### src/rtl/ps2_host_tx.sv
// Host-to-device PS/2 transmitter: inhibits the bus, sends one command byte
// on device-generated clocks, checks the device ack and reports on done.
module ps2_host_tx #(
    parameter int unsigned INHIBIT_CYCLES = 2500,
    parameter int unsigned TIMEOUT_CYCLES = 50000
) (
    input  logic       clk25,
    input  logic       rst,
    input  logic [7:0] tx_data,
    input  logic       tx_valid,
    output logic       tx_ready,
    input  logic       ps2_clk_in,
    input  logic       ps2_din_in,
    output logic       ps2_clk_oe,
    output logic       ps2_din_oe,
    output logic       rx_inhibit,
    output logic       done,
    output logic       ack_err,
    output logic       timeout
);

    localparam int unsigned INH_W  = $clog2(INHIBIT_CYCLES + 1);
    localparam int unsigned TO_W   = $clog2(TIMEOUT_CYCLES + 1);
    localparam int unsigned EDGE_W = 4;

    typedef enum logic [2:0] {
        S_IDLE,
        S_INHIBIT,
        S_START,
        S_DATA,
        S_ACK,
        S_WAIT_IDLE
    } state_t;

    state_t              r_state, w_state_nxt;
    logic                r_clk_s1, r_clk_s2, r_clk_prev;
    logic                r_din_s1, r_din_s2;
    logic [7:0]          r_data, w_data_nxt;
    logic                r_parity, w_parity_nxt;
    logic [INH_W-1:0]    r_inh_cnt, w_inh_cnt_nxt;
    logic [TO_W-1:0]     r_to_cnt, w_to_cnt_nxt;
    logic [EDGE_W-1:0]   r_edge_cnt, w_edge_cnt_nxt;
    logic                r_ack_bit, w_ack_bit_nxt;
    logic                r_clk_oe, w_clk_oe_nxt;
    logic                r_din_oe, w_din_oe_nxt;
    logic                r_done, w_done_nxt;
    logic                r_ack_err, w_ack_err_nxt;
    logic                r_timeout, w_timeout_nxt;
    logic                r_tx_ready, r_rx_inhibit;
    logic                w_fall, w_to_hit, w_inh_hit;

    // Pins idle high (pulled up), so synchronisers reset to 1 to avoid a false fall.
    always_ff @(posedge clk25 or posedge rst) begin
        if (rst) begin
            r_clk_s1   <= 1'b1;
            r_clk_s2   <= 1'b1;
            r_clk_prev <= 1'b1;
            r_din_s1   <= 1'b1;
            r_din_s2   <= 1'b1;
        end else begin
            r_clk_s1   <= ps2_clk_in;
            r_clk_s2   <= r_clk_s1;
            r_clk_prev <= r_clk_s2;
            r_din_s1   <= ps2_din_in;
            r_din_s2   <= r_din_s1;
        end
    end

    assign w_fall    = r_clk_prev & ~r_clk_s2;
    assign w_to_hit  = (r_to_cnt == TO_W'(TIMEOUT_CYCLES - 1));
    assign w_inh_hit = (r_inh_cnt == INH_W'(INHIBIT_CYCLES - 1));

    always_ff @(posedge clk25 or posedge rst) begin
        if (rst) begin
            r_state      <= S_IDLE;
            r_data       <= 8'h00;
            r_parity     <= 1'b0;
            r_inh_cnt    <= '0;
            r_to_cnt     <= '0;
            r_edge_cnt   <= '0;
            r_ack_bit    <= 1'b0;
            r_clk_oe     <= 1'b0;
            r_din_oe     <= 1'b0;
            r_done       <= 1'b0;
            r_ack_err    <= 1'b0;
            r_timeout    <= 1'b0;
            r_tx_ready   <= 1'b1;
            r_rx_inhibit <= 1'b0;
        end else begin
            r_state      <= w_state_nxt;
            r_data       <= w_data_nxt;
            r_parity     <= w_parity_nxt;
            r_inh_cnt    <= w_inh_cnt_nxt;
            r_to_cnt     <= w_to_cnt_nxt;
            r_edge_cnt   <= w_edge_cnt_nxt;
            r_ack_bit    <= w_ack_bit_nxt;
            r_clk_oe     <= w_clk_oe_nxt;
            r_din_oe     <= w_din_oe_nxt;
            r_done       <= w_done_nxt;
            r_ack_err    <= w_ack_err_nxt;
            r_timeout    <= w_timeout_nxt;
            r_tx_ready   <= (w_state_nxt == S_IDLE);
            r_rx_inhibit <= (w_state_nxt != S_IDLE);
        end
    end

    always_comb begin
        w_state_nxt    = r_state;
        w_data_nxt     = r_data;
        w_parity_nxt   = r_parity;
        w_inh_cnt_nxt  = r_inh_cnt;
        w_to_cnt_nxt   = r_to_cnt;
        w_edge_cnt_nxt = r_edge_cnt;
        w_ack_bit_nxt  = r_ack_bit;
        w_clk_oe_nxt   = r_clk_oe;
        w_din_oe_nxt   = r_din_oe;
        w_done_nxt     = 1'b0;
        w_ack_err_nxt  = 1'b0;
        w_timeout_nxt  = 1'b0;

        case (r_state)
            S_IDLE: begin
                w_clk_oe_nxt = 1'b0;
                w_din_oe_nxt = 1'b0;
                if (tx_valid && r_tx_ready) begin
                    w_data_nxt    = tx_data;
                    w_parity_nxt  = ~^tx_data;
                    w_inh_cnt_nxt = '0;
                    w_clk_oe_nxt  = 1'b1;
                    w_state_nxt   = S_INHIBIT;
                end
            end
            // Falls seen here come from our own clock drive and are ignored.
            S_INHIBIT: begin
                if (w_inh_hit) begin
                    w_clk_oe_nxt   = 1'b0;
                    w_din_oe_nxt   = 1'b1;
                    w_edge_cnt_nxt = '0;
                    w_to_cnt_nxt   = '0;
                    w_state_nxt    = S_START;
                end else begin
                    w_inh_cnt_nxt = r_inh_cnt + INH_W'(1);
                end
            end
            S_START, S_DATA, S_ACK: begin
                if (w_fall) begin
                    w_to_cnt_nxt = '0;
                    if (r_state == S_ACK) begin
                        w_ack_bit_nxt = r_din_s2;
                        w_state_nxt   = S_WAIT_IDLE;
                    end else begin
                        w_edge_cnt_nxt = r_edge_cnt + EDGE_W'(1);
                        w_state_nxt    = S_DATA;
                        if (r_edge_cnt < EDGE_W'(8)) begin
                            w_din_oe_nxt = ~r_data[r_edge_cnt[2:0]];
                        end else if (r_edge_cnt == EDGE_W'(8)) begin
                            w_din_oe_nxt = ~r_parity;
                        end else begin
                            w_din_oe_nxt = 1'b0;
                            w_state_nxt  = S_ACK;
                        end
                    end
                end else if (w_to_hit) begin
                    w_clk_oe_nxt  = 1'b0;
                    w_din_oe_nxt  = 1'b0;
                    w_done_nxt    = 1'b1;
                    w_timeout_nxt = 1'b1;
                    w_state_nxt   = S_IDLE;
                end else begin
                    w_to_cnt_nxt = r_to_cnt + TO_W'(1);
                end
            end
            S_WAIT_IDLE: begin
                w_din_oe_nxt = 1'b0;
                if (r_clk_s2 && r_din_s2) begin
                    w_done_nxt    = 1'b1;
                    w_ack_err_nxt = r_ack_bit;
                    w_state_nxt   = S_IDLE;
                end else if (w_to_hit) begin
                    w_clk_oe_nxt  = 1'b0;
                    w_done_nxt    = 1'b1;
                    w_timeout_nxt = 1'b1;
                    w_state_nxt   = S_IDLE;
                end else begin
                    w_to_cnt_nxt = r_to_cnt + TO_W'(1);
                end
            end
            default: begin
                w_clk_oe_nxt = 1'b0;
                w_din_oe_nxt = 1'b0;
                w_state_nxt  = S_IDLE;
            end
        endcase
    end

    assign tx_ready   = r_tx_ready;
    assign rx_inhibit = r_rx_inhibit;
    assign ps2_clk_oe = r_clk_oe;
    assign ps2_din_oe = r_din_oe;
    assign done       = r_done;
    assign ack_err    = r_ack_err;
    assign timeout    = r_timeout;

endmodule

### config.mk
export PLATFORM = sky130hd
export DESIGN_NAME = ps2_host_tx
export DESIGN_NICKNAME = d
export VERILOG_FILES = /design/src/rtl/ps2_host_tx.sv
export SDC_FILE = /design/constraint.sdc
export NUM_CORES = 1
export LEC_CHECK = 0
export ABC_AREA = 1
export ABC_CLOCK_PERIOD_IN_PS = 2280
export BUFFER_PORTS_ARGS = -buffer_cell sky130_fd_sc_hd__buf_2
export CORE_ASPECT_RATIO = 1.2
export CORE_MARGIN = 5
export CORE_UTILIZATION = 45
export CTS_BUF_LIST = sky130_fd_sc_hd__clkbuf_8 sky130_fd_sc_hd__clkbuf_16
export DETAILED_ROUTE_END_ITERATION = 10
export MAX_ROUTING_LAYER = met4
export PLACE_DENSITY = 0.6
export SYNTH_ARGS = -nofsm -noshare
export SYNTH_HDL_FRONTEND = slang
export SYNTH_SLANG_ARGS = --single-unit
### constraint.sdc
create_clock -name clk25 -period 2.28 [get_ports clk25]
set_input_delay 0.228 -clock clk25 [delete_from_list [all_inputs] [get_ports clk25]]
set_output_delay 0.228 -clock clk25 [all_outputs]
set_load 0.01 [all_outputs]
### Yosys cells after proc, flatten, opt, wreduce, memory -nomap -nowiden

Index checks and enable logic that the tools add are counted.

* output and inout bits: 7
* input port bits: 13
* register bits: 57

* add/sub/neg operators: 3
* $lt $le $gt $ge: 2
* reductions and logical operators: 17
* bitwise gates (word level): 4
* equality and inequality tests: 17
* multiplexer cells: 44

Operators by type and width (count)
* two-way mux 16 bit: 4
* case mux 16 bit (3 select lines): 1
* two-way mux 12 bit: 2
* two-way mux 3 bit: 8
* case mux 12 bit (2 select lines): 1
* two-way mux 1 bit: 18
* adder 16 x 1 -> 16 bit, second input constant: 1
* == test 16 bit, second input constant: 1
* AND reduction 3 bit: 5
* != test 2 bit, second input constant: 7
* adder 12 x 1 -> 12 bit, second input constant: 1
* == test 12 bit, second input constant: 1
* two-way mux 4 bit: 3
* case mux 3 bit (4 select lines): 1
* case mux 4 bit (2 select lines): 1
* XNOR reduction 8 bit: 1
* == test 3 x 2 -> 1 bit, second input constant: 2
* == test 3 bit, second input constant: 2
* zero test 3 bit: 2
* != test 3 bit, second input constant: 2
* case mux 1 bit (2 select lines): 3
* nonzero test 3 bit: 2
* adder 4 x 1 -> 4 bit, second input constant: 1
* == test 4 bit, second input constant: 1
* other kinds (12): 16

### Longest topological paths before layout

* word-level depth: 7
* gate-level depth with buffers: 11

### Worst setup path after synthesis

OpenSTA, ideal clock, no wires.

* path kind: flip-flop to flip-flop
* start: register r_inh_cnt[0]
* end: register r_to_cnt[0]
* slack: 0.649 ns
* setup time: 0.118 ns
* clock period less this slack: 1.631 ns
* arrival: 1.513 ns
* cell stages (with the launch flop): 10
* path through: dfrtp_1 -> ha_1 -> buf_2 -> nand3_1 -> o21ai_2 -> nand2_4 -> inv_4 -> nand2_2 -> inv_1 -> nor2_1

* longest elaborated chain between the ends: 3

Ends and longest elaborated chain
* start: declaration: RTL line 40 `logic [INH_W-1:0] r_inh_cnt, w_inh_cnt_nxt;`
* start signal: assignment: RTL line 93 `r_inh_cnt <= w_inh_cnt_nxt;`
* == test 12 bit: RTL line 71 `assign w_inh_hit = (r_inh_cnt == INH_W'(INHIBIT_CYCLES - 1));`
* != test 2 bit (no line)
* AND reduction 3 bit (no line)
* end signal: assignment: RTL line 94 `r_to_cnt <= w_to_cnt_nxt;`
* end: declaration: RTL line 41 `logic [TO_W-1:0] r_to_cnt, w_to_cnt_nxt;`

No other way between the ends.
A chain may end at the register's enable or synchronous reset.

### Final worst setup path

* start: register r_inh_cnt[0]
* end: register r_to_cnt[11]

The elaborated chain is that of the path after synthesis.

==> flow_metrics.tcl <==
set metrics [dict create \
    status "completed" \
    wirelength_mm 8.06 \
    arrival_ps 2180 \
    root_buffer "clkbuf_8" \
    finalSetupViolations 0 \
    seq_area_frac_synth_pct 41.1 \
    slew_violations 0 \
    grt.total_usage_pct 18.1 \
    drtIter0Drc 149 \
    critical_path_class "reg -> reg" \
    hold_viol 0 \
    first_pass_iters 5 \
    syn_inst 498 \
    cts_htree_levels 3 \
    worst-path-max-fanout 13 \
    cpPeakStageDelay_ps 410 \
    grt_max_degree 32 \
    rsz0062_at_grt "false" \
    yosysWarnings 0 \
    finalClockSkew_ps 10.8 \
    p_int_w 0.00152 \
    fin_nets 543 \
    sw_frac_of_total_pct 22.3 \
    final.setup.tns_ps 0 \
    avgSynthCellArea_um2 7.00 \
    ys_ff_latch 57 \
    fin_crit_ps 1960 \
    hp-class "in -> reg" \
    slew_headroom_pct 58.4 \
    wl_per_cell_um 13.0 \
    drv_cap 0 \
    cts_buffers 9 \
    vias_per_cell 5.00 \
    fp.dieW_um 90.3 \
    rows 35 \
    vias 3109 \
    syn_nets 515 \
    ys_types 31 \
    peakVddDrop_uv 328 \
    dieArea_mm2 0.00961 \
    syn_to_final_growth_pct 11.5 \
    crit_path_end_kind "register" \
    drc_errors 0 \
    worstMarginPinSlew_ps 624 \
    cts_resized 0 \
    postCtsHoldBufs 3 \
    cp_cell_sequence "ha_1 -> nand3_1 -> o21ai_2 -> nand2_4 -> inv_4 -> nand2_2 -> inv_1 -> nor2_1" \
    die_h_um 106 \
    port_buffers 19 \
    ios 20 \
    grt_overflow 0 \
    placed_cell_area_mm2 0.00367 \
    power_frac_seq_pct 52.3 \
    final_layout_size_suffix_gt1_share_pct 11.3 \
    antenna_cells 0 \
    dp_hpwl_mm 5.93 \
    postRouteAntennaNets 0 \
    finalInstanceArea_mm2 0.00389 \
    gp_congestion 0.901 \
    fmax_mhz 511 \
    cts_sinks 57 \
    combPwrFrac_pct 3.4 \
    cts_tree "yes" \
    clkPwrFrac_pct 44.2 \
    r2r_slack_ps 320 \
    cts_buffer_depth 2 \
    cp-start-kind "register" \
    final.period_utilization_pct 85.9 \
    switchingPower_w 0.000436 \
    p_leak_nw 2.00 \
    antenna_found_initial 0 \
    cp_data_required_time_ps 2500 \
    worstSkewPairLatency_ps 340 \
    path_clk_slew_ps 70 \
    slowest_stage "dfrtp_1" \
    start_util_pct 45.7 \
    grt_pass1_vias 2971 \
    cts_setup_buffers 0 \
    coreArea_mm2 0.00762 \
    grt_first_pass_wirelength_mm 13.9 \
    p_per_area_mw_per_mm2 503 \
    synth_area_mm2 0.00348 \
]
[power groups by stage]
stage	Sequential [W]	Combinational [W]	Clock, W
after CTS	0.00102	0.0000699	0.000892
final	0.00102	0.0000673	0.000864
after global routing	0.00102	0.0000767	0.000937
after global placement	0.00104	0.0000651	0
after detailed placement	0.00104	0.0000661	0
after floorplan	0.00104	0.0000376	0
[layout make-up]
class / count / area, µm²
clock inverters: 3 / 16.3
inverters: 70 / 265
clock buffers: 12 / 165
flip-flops and latches: 57 / 1430
repair buffers: 28 / 183
multi-input cells: 360 / 1710
fillers: 785 / 3730
well taps: 92 / 115
[through the flow]
step	power, W	hold WS, ps	worst slack [ps]	util [%]	instances
after CTS	0.00198	100	303	51.0	622
after floorplan	0.00108	232	649	-	498
after global routing	0.00203	109	139	51.0	622
after global placement	0.00111	333	435	48.2	604
final	0.00195	119	321	51.0	622
after detailed placement	0.00111	334	309	48.2	604
[path summary, 6_finish.rpt]
| check | startpoint | to | cells after the start |
|---|---|---|---|
| hold / removal | tx_data[2] | r_data[2] | 3 |
| setup / recovery | r_inh_cnt[0] | r_to_cnt[11] | 8 |
| max in group asynchronous | rst | r_clk_s2 | 4 |
| min in group asynchronous | rst | r_data[2] | 3 |
| setup reg to reg | r_inh_cnt[0] | r_to_cnt[11] | 8 |
| hold reg to reg | r_din_s1 | r_din_s2 | 0 |
[worst max-delay path: cells and delay by family, from the launching register on]
kind	cells	cell delay (ps)
and+or+nand+nor	4	450
adders and majority gates	1	320
buffers and inverters	2	280
DFF	1	410
AOI/OAI and AO/OA	1	380
[cells by family after synthesis]
logic type | count (synthesis) | synth area share (%)
AND/OR/NAND/NOR | 300 | 36.8
buffers and inverters | 81 | 9.84
flip-flops | 57 | 41.1
AO/OA/AOI/OAI | 38 | 6.21
XOR/XNOR | 18 | 4.52
adder cells (fa/ha/maj) | 4 | 1.44
[routing by layer]
| metal | GRT usage [%] | routed length, µm |
|---|---|---|
| met4 | 5.21 | 130 |
| met1 | 22.9 | 3740 |
| met2 | 29.7 | 3940 |
| met5 | - | 0 |
| met3 | 3.54 | 252 |
[placed cells by master (no fill, tap or decap), drive strengths merged]
cell type    instances
inv                 71
clkinvlp             1
o31ai                2
nand3               46
nor3                 7
ha                   4
o22ai                5
o21ai               24
a21oi                4
or2                  1
nor2                56
clkinv               1
xor2                12
xnor2                6
o211ai               3
nand4               21
dfrtp               51
nand2              169
buf                 25
dfstp                6
clkbuf              12
dlygate4sd3          3
[synth_stat cells, drive strengths merged]
cell type,number,share of area [%]
buf,7,1.8
xor2,12,3.0
clkbuf,4,0.43
o31ai,2,0.43
o22ai,5,0.90
ha,4,1.4
o211ai,3,0.65
nor2,56,6.3
o21ai,24,3.7
dfrtp,51,37
dfstp,6,4.5
xnor2,6,1.5
nand4,21,3.8
or2,1,0.18
nand2,169,19
nand3,46,6.6
a21oi,4,0.57
inv,70,7.6
nor3,7,1.3
[sequential cells by signal, summed over array words and instances (netlist names), 3 cells and up]
register,cells
r_data,8
r_inh_cnt,12
r_state,3
r_edge_cnt,4
r_to_cnt,16
(Power assumes the default switching activity.)
